--- src/rtl/prince_sbox_cms_seq.sv ---
// prince_sbox_cms_seq: feeds the 16 nibbles of a shared PRINCE state, one per
// cycle, into a single pipelined CMS S-box core. Each returned shared nibble is
// written back in place. The substituted state is then offered on a
// valid/ready port.
// Optional build macro PRINCE_CMS_RND_EN: gate each issue on mask randomness
// (rnd_valid/rnd_ready). When it is undefined, the 16 issues run back to back.
module prince_sbox_cms_seq #(
  parameter int NSHARE   = 3,
  parameter int SBOX_LAT = 2
) (
  input  logic                  clk,
  input  logic                  rst_n,
  input  logic                  in_valid,
  output logic                  in_ready,
  input  logic [64*NSHARE-1:0]  in_state,
  output logic                  out_valid,
  input  logic                  out_ready,
  output logic [64*NSHARE-1:0]  out_state,
  output logic [4*NSHARE-1:0]   sbox_x,
  output logic                  sbox_x_valid,
  input  logic [4*NSHARE-1:0]   sbox_y,
  input  logic                  rnd_valid,
  output logic                  rnd_ready,
  output logic                  busy
);

  localparam logic [1:0] S_IDLE  = 2'd0;
  localparam logic [1:0] S_ISSUE = 2'd1;
  localparam logic [1:0] S_DRAIN = 2'd2;
  localparam logic [1:0] S_DONE  = 2'd3;

  logic [1:0]                  r_fsm, w_fsm_nxt;
  logic [64*NSHARE-1:0]        r_st;
  logic [4:0]                  r_issue_cnt, r_ret_cnt;
  logic [4*NSHARE-1:0]         r_sbx;
  logic                        r_sbx_vld;
  logic [3:0]                  r_sbx_idx;
  logic [SBOX_LAT-1:0]         r_tag_vld;
  logic [SBOX_LAT-1:0][3:0]    r_tag_idx;

  logic                        w_accept, w_issue_ok, w_issue, w_tag_out;
  logic [3:0]                  w_tag_idx;
  logic [4*NSHARE-1:0]         w_nib;

`ifdef PRINCE_CMS_RND_EN
  assign w_issue_ok = rnd_valid;
  assign rnd_ready  = w_issue;
`else
  logic w_unused_rnd;
  assign w_unused_rnd = rnd_valid;
  assign w_issue_ok   = 1'b1;
  assign rnd_ready    = 1'b0;
`endif

  assign w_accept  = (r_fsm == S_IDLE) && in_valid;
  assign w_issue   = (r_fsm == S_ISSUE) && w_issue_ok && (r_issue_cnt < 5'd16);
  assign w_tag_out = r_tag_vld[SBOX_LAT-1];
  assign w_tag_idx = r_tag_idx[SBOX_LAT-1];

  // Select nibble issue_cnt from every share.
  for (genvar s = 0; s < NSHARE; s++) begin : g_nib
    assign w_nib[4*s +: 4] = r_st[64*s + 4*r_issue_cnt[3:0] +: 4];
  end

  assign in_ready  = (r_fsm == S_IDLE);
  assign out_valid = (r_fsm == S_DONE);
  assign busy      = (r_fsm != S_IDLE);
  assign out_state = r_st;
  assign sbox_x    = r_sbx;
  assign sbox_x_valid = r_sbx_vld;

  // Next-state logic. DRAIN also leaves on the same edge that captures the last return.
  always_comb begin
    w_fsm_nxt = r_fsm;
    case (r_fsm)
      S_IDLE:  if (in_valid) w_fsm_nxt = S_ISSUE;
      S_ISSUE: if (w_issue && r_issue_cnt == 5'd15) w_fsm_nxt = S_DRAIN;
      S_DRAIN: if (r_ret_cnt == 5'd16 || (w_tag_out && r_ret_cnt == 5'd15))
                 w_fsm_nxt = S_DONE;
      S_DONE:  if (out_ready) w_fsm_nxt = S_IDLE;
      default: w_fsm_nxt = S_IDLE;
    endcase
  end

  // FSM state and saturating issue/return counters.
  always_ff @(posedge clk or negedge rst_n) begin
    if (!rst_n) begin
      r_fsm       <= S_IDLE;
      r_issue_cnt <= 5'd0;
      r_ret_cnt   <= 5'd0;
    end else begin
      r_fsm <= w_fsm_nxt;
      if (w_accept) begin
        r_issue_cnt <= 5'd0;
        r_ret_cnt   <= 5'd0;
      end else begin
        if (w_issue) r_issue_cnt <= r_issue_cnt + 5'd1;
        if (w_tag_out && r_ret_cnt < 5'd16) r_ret_cnt <= r_ret_cnt + 5'd1;
      end
    end
  end

  // Registered issue port. Idle cycles drive zeros, so no stale share is left on the bus.
  always_ff @(posedge clk or negedge rst_n) begin
    if (!rst_n) begin
      r_sbx     <= '0;
      r_sbx_vld <= 1'b0;
      r_sbx_idx <= 4'd0;
    end else if (w_issue) begin
      r_sbx     <= w_nib;
      r_sbx_vld <= 1'b1;
      r_sbx_idx <= r_issue_cnt[3:0];
    end else begin
      r_sbx     <= '0;
      r_sbx_vld <= 1'b0;
      r_sbx_idx <= 4'd0;
    end
  end

  // Tag shift register tracking the core latency. It advances every cycle, regardless of stalls.
  always_ff @(posedge clk or negedge rst_n) begin
    if (!rst_n) begin
      r_tag_vld <= '0;
      r_tag_idx <= '0;
    end else begin
      r_tag_vld[0] <= r_sbx_vld;
      r_tag_idx[0] <= r_sbx_idx;
      for (int k = 1; k < SBOX_LAT; k++) begin
        r_tag_vld[k] <= r_tag_vld[k-1];
        r_tag_idx[k] <= r_tag_idx[k-1];
      end
    end
  end

  // State register: load on accept. Write returns in place; a nibble only
  // returns after it has been issued.
  always_ff @(posedge clk or negedge rst_n) begin
    if (!rst_n) begin
      r_st <= '0;
    end else if (w_accept) begin
      r_st <= in_state;
    end else if (w_tag_out) begin
      for (int s = 0; s < NSHARE; s++)
        r_st[64*s + 4*w_tag_idx +: 4] <= sbox_y[4*s +: 4];
    end
  end

endmodule

--- config.mk ---
export PLATFORM = sky130hd
export DESIGN_NAME = prince_sbox_cms_seq
export DESIGN_NICKNAME = d
export VERILOG_FILES = /design/src/rtl/prince_sbox_cms_seq.sv
export SDC_FILE = /design/constraint.sdc
export NUM_CORES = 1
export LEC_CHECK = 0
export CAP_MARGIN = 20
export CORE_MARGIN = 4
export CORE_UTILIZATION = 43
export DETAILED_ROUTE_END_ITERATION = 8
export GPL_ROUTABILITY_DRIVEN = 0
export PLACE_DENSITY = 0.73
export SYNTH_ARGS = -nofsm -noshare
export SYNTH_HDL_FRONTEND = slang
export SYNTH_SLANG_ARGS = --single-unit
--- constraint.sdc ---
create_clock -name clk -period 6.9 [get_ports clk]
set_input_delay 1.38 -clock clk [delete_from_list [all_inputs] [get_ports clk]]
set_output_delay 1.38 -clock clk [all_outputs]
set_load 0.01 [all_outputs]
# [Word-level counts from Yosys, hierarchy flattened]
# Cells that the tools add are included.
[word_totals] output_inout_bits=209 wordCells=69 in_bits=209 reg_bits=231
[op_classes] add_sub_neg=9 n_mux=17 magnitude_cmp=2 n_reduce_logical=12 n_eq_ne=10 shifts=9
[op_table] cell="192-bit bitwise mux" count=3
[op_table] cell="4-bit by 34-bit variable shift with 192-bit output, first input constant" count=3
[op_table] cell="4-bit by 34-bit indexed part select with 192-bit output" count=3
[op_table] cell="192-bit two-way mux" count=2
[op_table] cell="192-bit by 10-bit indexed part select with 4-bit output" count=1
[op_table] cell="192-bit by 7-bit indexed part select with 4-bit output" count=1
[op_table] cell="192-bit by 9-bit indexed part select with 4-bit output" count=1
[op_table] cell="6-bit negator with 34-bit output" count=1
[op_table] cell="8-bit negator with 34-bit output" count=1
[op_table] cell="9-bit negator with 34-bit output" count=1
[op_table] cell="5-bit two-way mux" count=4
[op_table] cell="8-bit by 6-bit adder with 9-bit output, first input constant" count=2
[op_table] cell="7-bit by 6-bit adder with 8-bit output, first input constant" count=2
[op_table] cell="12-bit two-way mux" count=1
[op_table] cell="5-bit by 1-bit adder with 5-bit output, second input constant" count=2
[op_table] cell="5-bit by 4-bit == test with 1-bit output, second input constant" count=2
[op_table] cell="5-bit less-than comparator, second input constant" count=2
[op_table] cell="2-bit two-way mux" count=4
[op_table] cell="2-bit case mux with 4 select lines" count=1
[op_table] cell="2-bit nonzero test" count=4
[op_table] cell="5-bit == test, second input constant" count=1
[op_table] cell="1-bit logical AND" count=5
[op_table] cell="2-bit == test, second input constant" count=2
[op_table] cell="4-bit two-way mux" count=1
[op_table] cell="other kinds (7)" count=9

# [Longest topological paths before layout]
[logic_depth] ltp_word=7 ltp_mapped=13 depth_no_buf=8

# [Worst setup path before layout]
# No wires, ideal clock.
[synth_path] path_type="register -> register" startpoint="register r_tag_idx (netlist bit w_tag_idx[0])" endpoint="register r_st[62] (netlist: out_state[62])" path_buffers=2 required_time_ns=6.775 setup_ns=0.125 setup_slack_ns=3.980 synth_period_minus_slack_ns=2.920 stages_incl_launch_ff=10 arrival_ns=2.795 path_cell_list="dfrtp_1 > buf_2 > inv_1 > ha_1 > ha_1 > buf_2 > nor3_1 > nand3_1 > o221ai_4 > mux2_4"
[synth_between] elab_chain_len=7 word_cells_on_any_way=16 classes_between="5 x add/sub; 6 x shift; 5 x mux"
[synth_lines] element="start: declaration" line="39" source="logic [SBOX_LAT-1:0][3:0] r_tag_idx;"
[synth_lines] element="start signal: indexed assignment" line="130" source="r_tag_idx[k] <= r_tag_idx[k-1];"
[synth_lines] element="7-bit by 6-bit adder with 8-bit output or 6-bit negator with 34-bit output (tied branches)" line="144" source="r_st[64*s + 4*w_tag_idx +: 4] <= sbox_y[4*s +: 4];"
[synth_lines] element="8-bit negator with 34-bit output (tied with other cells)" line="144"
[synth_lines] element="4-bit by 34-bit indexed part select with 192-bit output (tied with other cells)" line="144"
[synth_lines] element="192-bit bitwise mux" line="144"
[synth_lines] element="192-bit bitwise mux (*)" line="144"
[synth_lines] element="192-bit two-way mux (*)" line="142" source="end else if (w_tag_out) begin"
[synth_lines] element="192-bit two-way mux (*)" line="140" source="end else if (w_accept) begin"
[synth_lines] element="end signal: assignment" line="141" source="r_st <= in_state;"
[synth_lines] element="end signal: indexed assignment" line="144"
[synth_lines] element="end: declaration" line="33" source="logic [64*NSHARE-1:0] r_st;"
# Mark *: on every way between the ends. The rest lies on a longest branch, timed or not. The select of a mux whose other input is x is not followed.
# A chain may end at the register's enable or synchronous reset.

# [Worst setup path after layout]
[layout_path] startpoint="register r_tag_idx (netlist bit w_tag_idx[0])" endpoint="register r_st[47] (netlist: out_state[47])"
# Same word-level chain as after synthesis.

==> impl_metrics.yaml <==
outcome:
  outcome: "completed"
grt:
  grt_antenna_before_repair: 1
  grt_first_pass_wirelength_mm: 98.0
  track_usage_pct: 35.5
  grt-ovfl-total: 0
  first_global_vias: 15342
  largest_net_degree_at_the_start_of_global_routing: 133
detailed_routing:
  num_vias: 15461
  detailedRoute.firstIterationViolations: 2269
  remaining_drc_errors: 0
  antenna_left: 0
  detail_route.wirelength_mm: 68.4
  detail_route.vias_per_cell: 6.64
  wire_per_inst_um: 29.4
  drt-pass1-iter-count: 8
place:
  post_place_worst_slack_ns: 2.31
  placed_cell_area_um2: 18900
  numPortBuffers: 415
  detailedPlacementHpwl_mm: 50.4
power_and_ir_drop:
  cellPowerDensity_nw_per_um2: 441
  leakage_nw: 7.69
  max-vdd-ir-drop_mv: 0.240
die:
  die-width_um: 192
  design.die.area_um2: 36800
  start_util_pct: 43.4
  std_cell_core_area_um2: 33400
  core.rowCount: 67
  design.portCount: 418
  die_span_y_um: 192
sta:
  rsz0062_at_grt: "no"
  timing_hold_violations_final: 0
  slew_at_the_pin_closest_to_its_max_slew_limit_ns: 1.27
  setup_ws_ns: 1.98
  finalClockSkew_ns: 0.0249
  total_count_of_max_transition_violations_in_the_final_report: 0
  maxSlewHeadroom_pct: 15.3
  tns_ns: 0
  layout_worst_path_cycle_share_pct: 71.3
  finalCriticalPeriod_ns: 4.92
  achievable-frequency_mhz: 203
  final-setup-viol-count: 0
clocking:
  insertion_delay_ns: 0.55
  cts_setup_buffers: 0
  cts_resized: 0
  cts_tree: "yes"
  path_clk_slew_ns: 0.06
  ctsHoldBuffers: 0
  htree_levels: 1
  cts_root_buf: "clkbuf_16"
  clockBufferDepth: 3
  cts.sink_count: 231
  cts_buffers: 27
synth:
  yosysUniqueCellTypes: 91
  post_syn_nets: 1740
  synth-warning-count: 0
  ys.flop_type: "dfrtp_1"
  synthesis.area_per_instance_um2: 9.58
  synth_sequential_area_ratio_pct: 39.8
  synth-async-reset-ratio_pct: 100
  flops_latches_synth: 231
  synth_enable_flop_cells: 0
  synth_cell_area_um2: 14500
  syn-instance-count: 1515
critical_path:
  cp-start-kind: "register"
  crit_arrival_ns: 5.33
  worstPathCellList: "buf_4 -> inv_1 -> ha_1 -> ha_1 -> buf_4 -> nor3b_1 -> nand3_1 -> o221ai_4 -> mux2_4"
  critical_path.max_stage_delay_ns: 1.06
  rr_startpoint: "w_tag_idx[0]"
  r2r.worst_path.cells: 9
  timing.rr.end: "out_state[47]"
  worstPathMaxFanout: 49
  data_required_time_of_the_critical_path_ns: 7.31
  ff2ff_setup_slack_ns: 1.98
  cpMaxStageDelayCell: "nor3b_1"
  criticalPathCategory: "reg -> reg"
  cp-end-kind: "register"
final_layout:
  area.growth.synth_to_final_pct: 36.8
  final_cell_mix: "clkdlybuf4s50_1 (414), dfrtp_1 (229), nand2_1 (145)"
  num-nets-final: 2084
  layout_commonest_cell: "clkdlybuf4s50_1"
  post-route-cell-area_um2: 19900
  fillCellCount: 2876
  layout-drive-gt1-share_pct: 11.3
worst_hold_path:
  hold_end: "r_tag_vld[1]"
  holdCritStartpoint: "r_tag_vld[0]"
  worst_hold_path_type: "reg -> reg"
  timing.hold.worst_path_depth: 0
flow_run:
  timing.max_cap.violations: 0
==> worst max-delay path: cells and delay by family (launching register included) <==
family	cells	cell delay, ns
AO/OA/AOI/OAI	1	0.37
buffers and inverters	3	1.10
multiplexers	1	0.33
adder cells (fa/ha/maj)	2	1.16
flip-flops	1	0.32
AND/OR/NAND/NOR	2	1.49
==> state kept, by name, indices dropped and copies added, names as in the netlist <==
register and count:
r_fsm 2, r_ret_cnt 5, sbox_x 12, r_sbx_idx 4, sbox_x_valid 1, w_tag_idx 4, out_state 192, r_issue_cnt 5
r_tag_idx 4, r_tag_vld 2
==> cell usage after synthesis, types with 35 or more instances <==
cell type / number / area (um^2)
nor2_1: 139 / 522
mux2i_1: 40 / 400
nand2_1: 146 / 548
nand3_1: 50 / 250
o21ai_0: 57 / 285
clkbuf_1: 83 / 312
a31oi_1: 35 / 219
a22oi_1: 50 / 375
mux2_2: 40 / 450
inv_1: 38 / 143
a21oi_1: 103 / 515
mux4_2: 60 / 1350
dfrtp_1: 231 / 5780
==> final cells by class <==
class	instances	area (um^2)	share of cell area [%]
Antenna cell	2	5.00	0.0252
Clock buffer	40	815	4.10
Clock inverter	9	101	0.510
Inverter	38	143	0.718
Multi-Input combinational cell	1120	8080	40.7
Sequential cell	231	5790	29.1
Tap cell	448	561	2.82
Timing Repair Buffer	441	4370	22.0
==> report_power, final <==
group	internal (mW)	switching (mW)	total (mW)	leakage [nW]
Sequential	1.96	0.655	2.61	2.93
Combinational	2.25	2.42	4.67	4.31
Clock	0.888	0.589	1.48	0.455
==> logic make-up (layout without fill, tap and decap cells) <==
logic type	Yosys count	in the layout	share of synthesized area (%)
AO/OA/AOI/OAI	441	441	21.1
XOR/XNOR	6	6	0.362
adder cells (fa/ha/maj)	16	16	1.38
buffers and inverters	164	528	4.61
flip-flops	231	231	39.8
multiplexers	142	142	15.4
other	1	3	0.0258
AND/OR/NAND/NOR	514	514	17.4
==> per-stage QoR <==
step | util, % | power [mW] | std cells | hold slack (ns)
finish | 59.4 | 8.76 | 2329 | 0.349
global route | 59.4 | 9.12 | 2328 | 0.353
floorplan | - | 4.89 | 1515 | 0.331
global placement | 56.6 | 7.06 | 2277 | 0.333
detailed placement | 56.6 | 7.18 | 2277 | 0.336
CTS | 59.3 | 8.67 | 2326 | 0.349
==> per-layer routing <==
| layer | vias to the layer above | track usage, % | wire length (um) |
|---|---|---|---|
| li1 | 6420 | - | - |
| met1 | 7463 | 44.5 | 24300 |
| met2 | 1239 | 54.9 | 30400 |
| met3 | 339 | 10.7 | 8610 |
| met4 | 0 | 20.0 | 5100 |
| met5 | - | 0 | 0 |
==> worst max-delay path by stage <==
| stage | startpoint | end | slack [ns] | depth (start not counted) |
|---|---|---|---|---|
| after floorplan | w_tag_idx[0] | out_state[62] | 3.98 | 9 |
| after global placement | w_tag_idx[0] | out_state[47] | 2.40 | 9 |
| after detailed placement | w_tag_idx[0] | out_state[47] | 2.31 | 9 |
| after CTS | w_tag_idx[0] | out_state[47] | 2.28 | 9 |
| after global routing | w_tag_idx[0] | out_state[47] | 1.97 | 9 |
| final | w_tag_idx[0] | out_state[47] | 1.98 | 9 |
(Power assumes the default switching activity.)
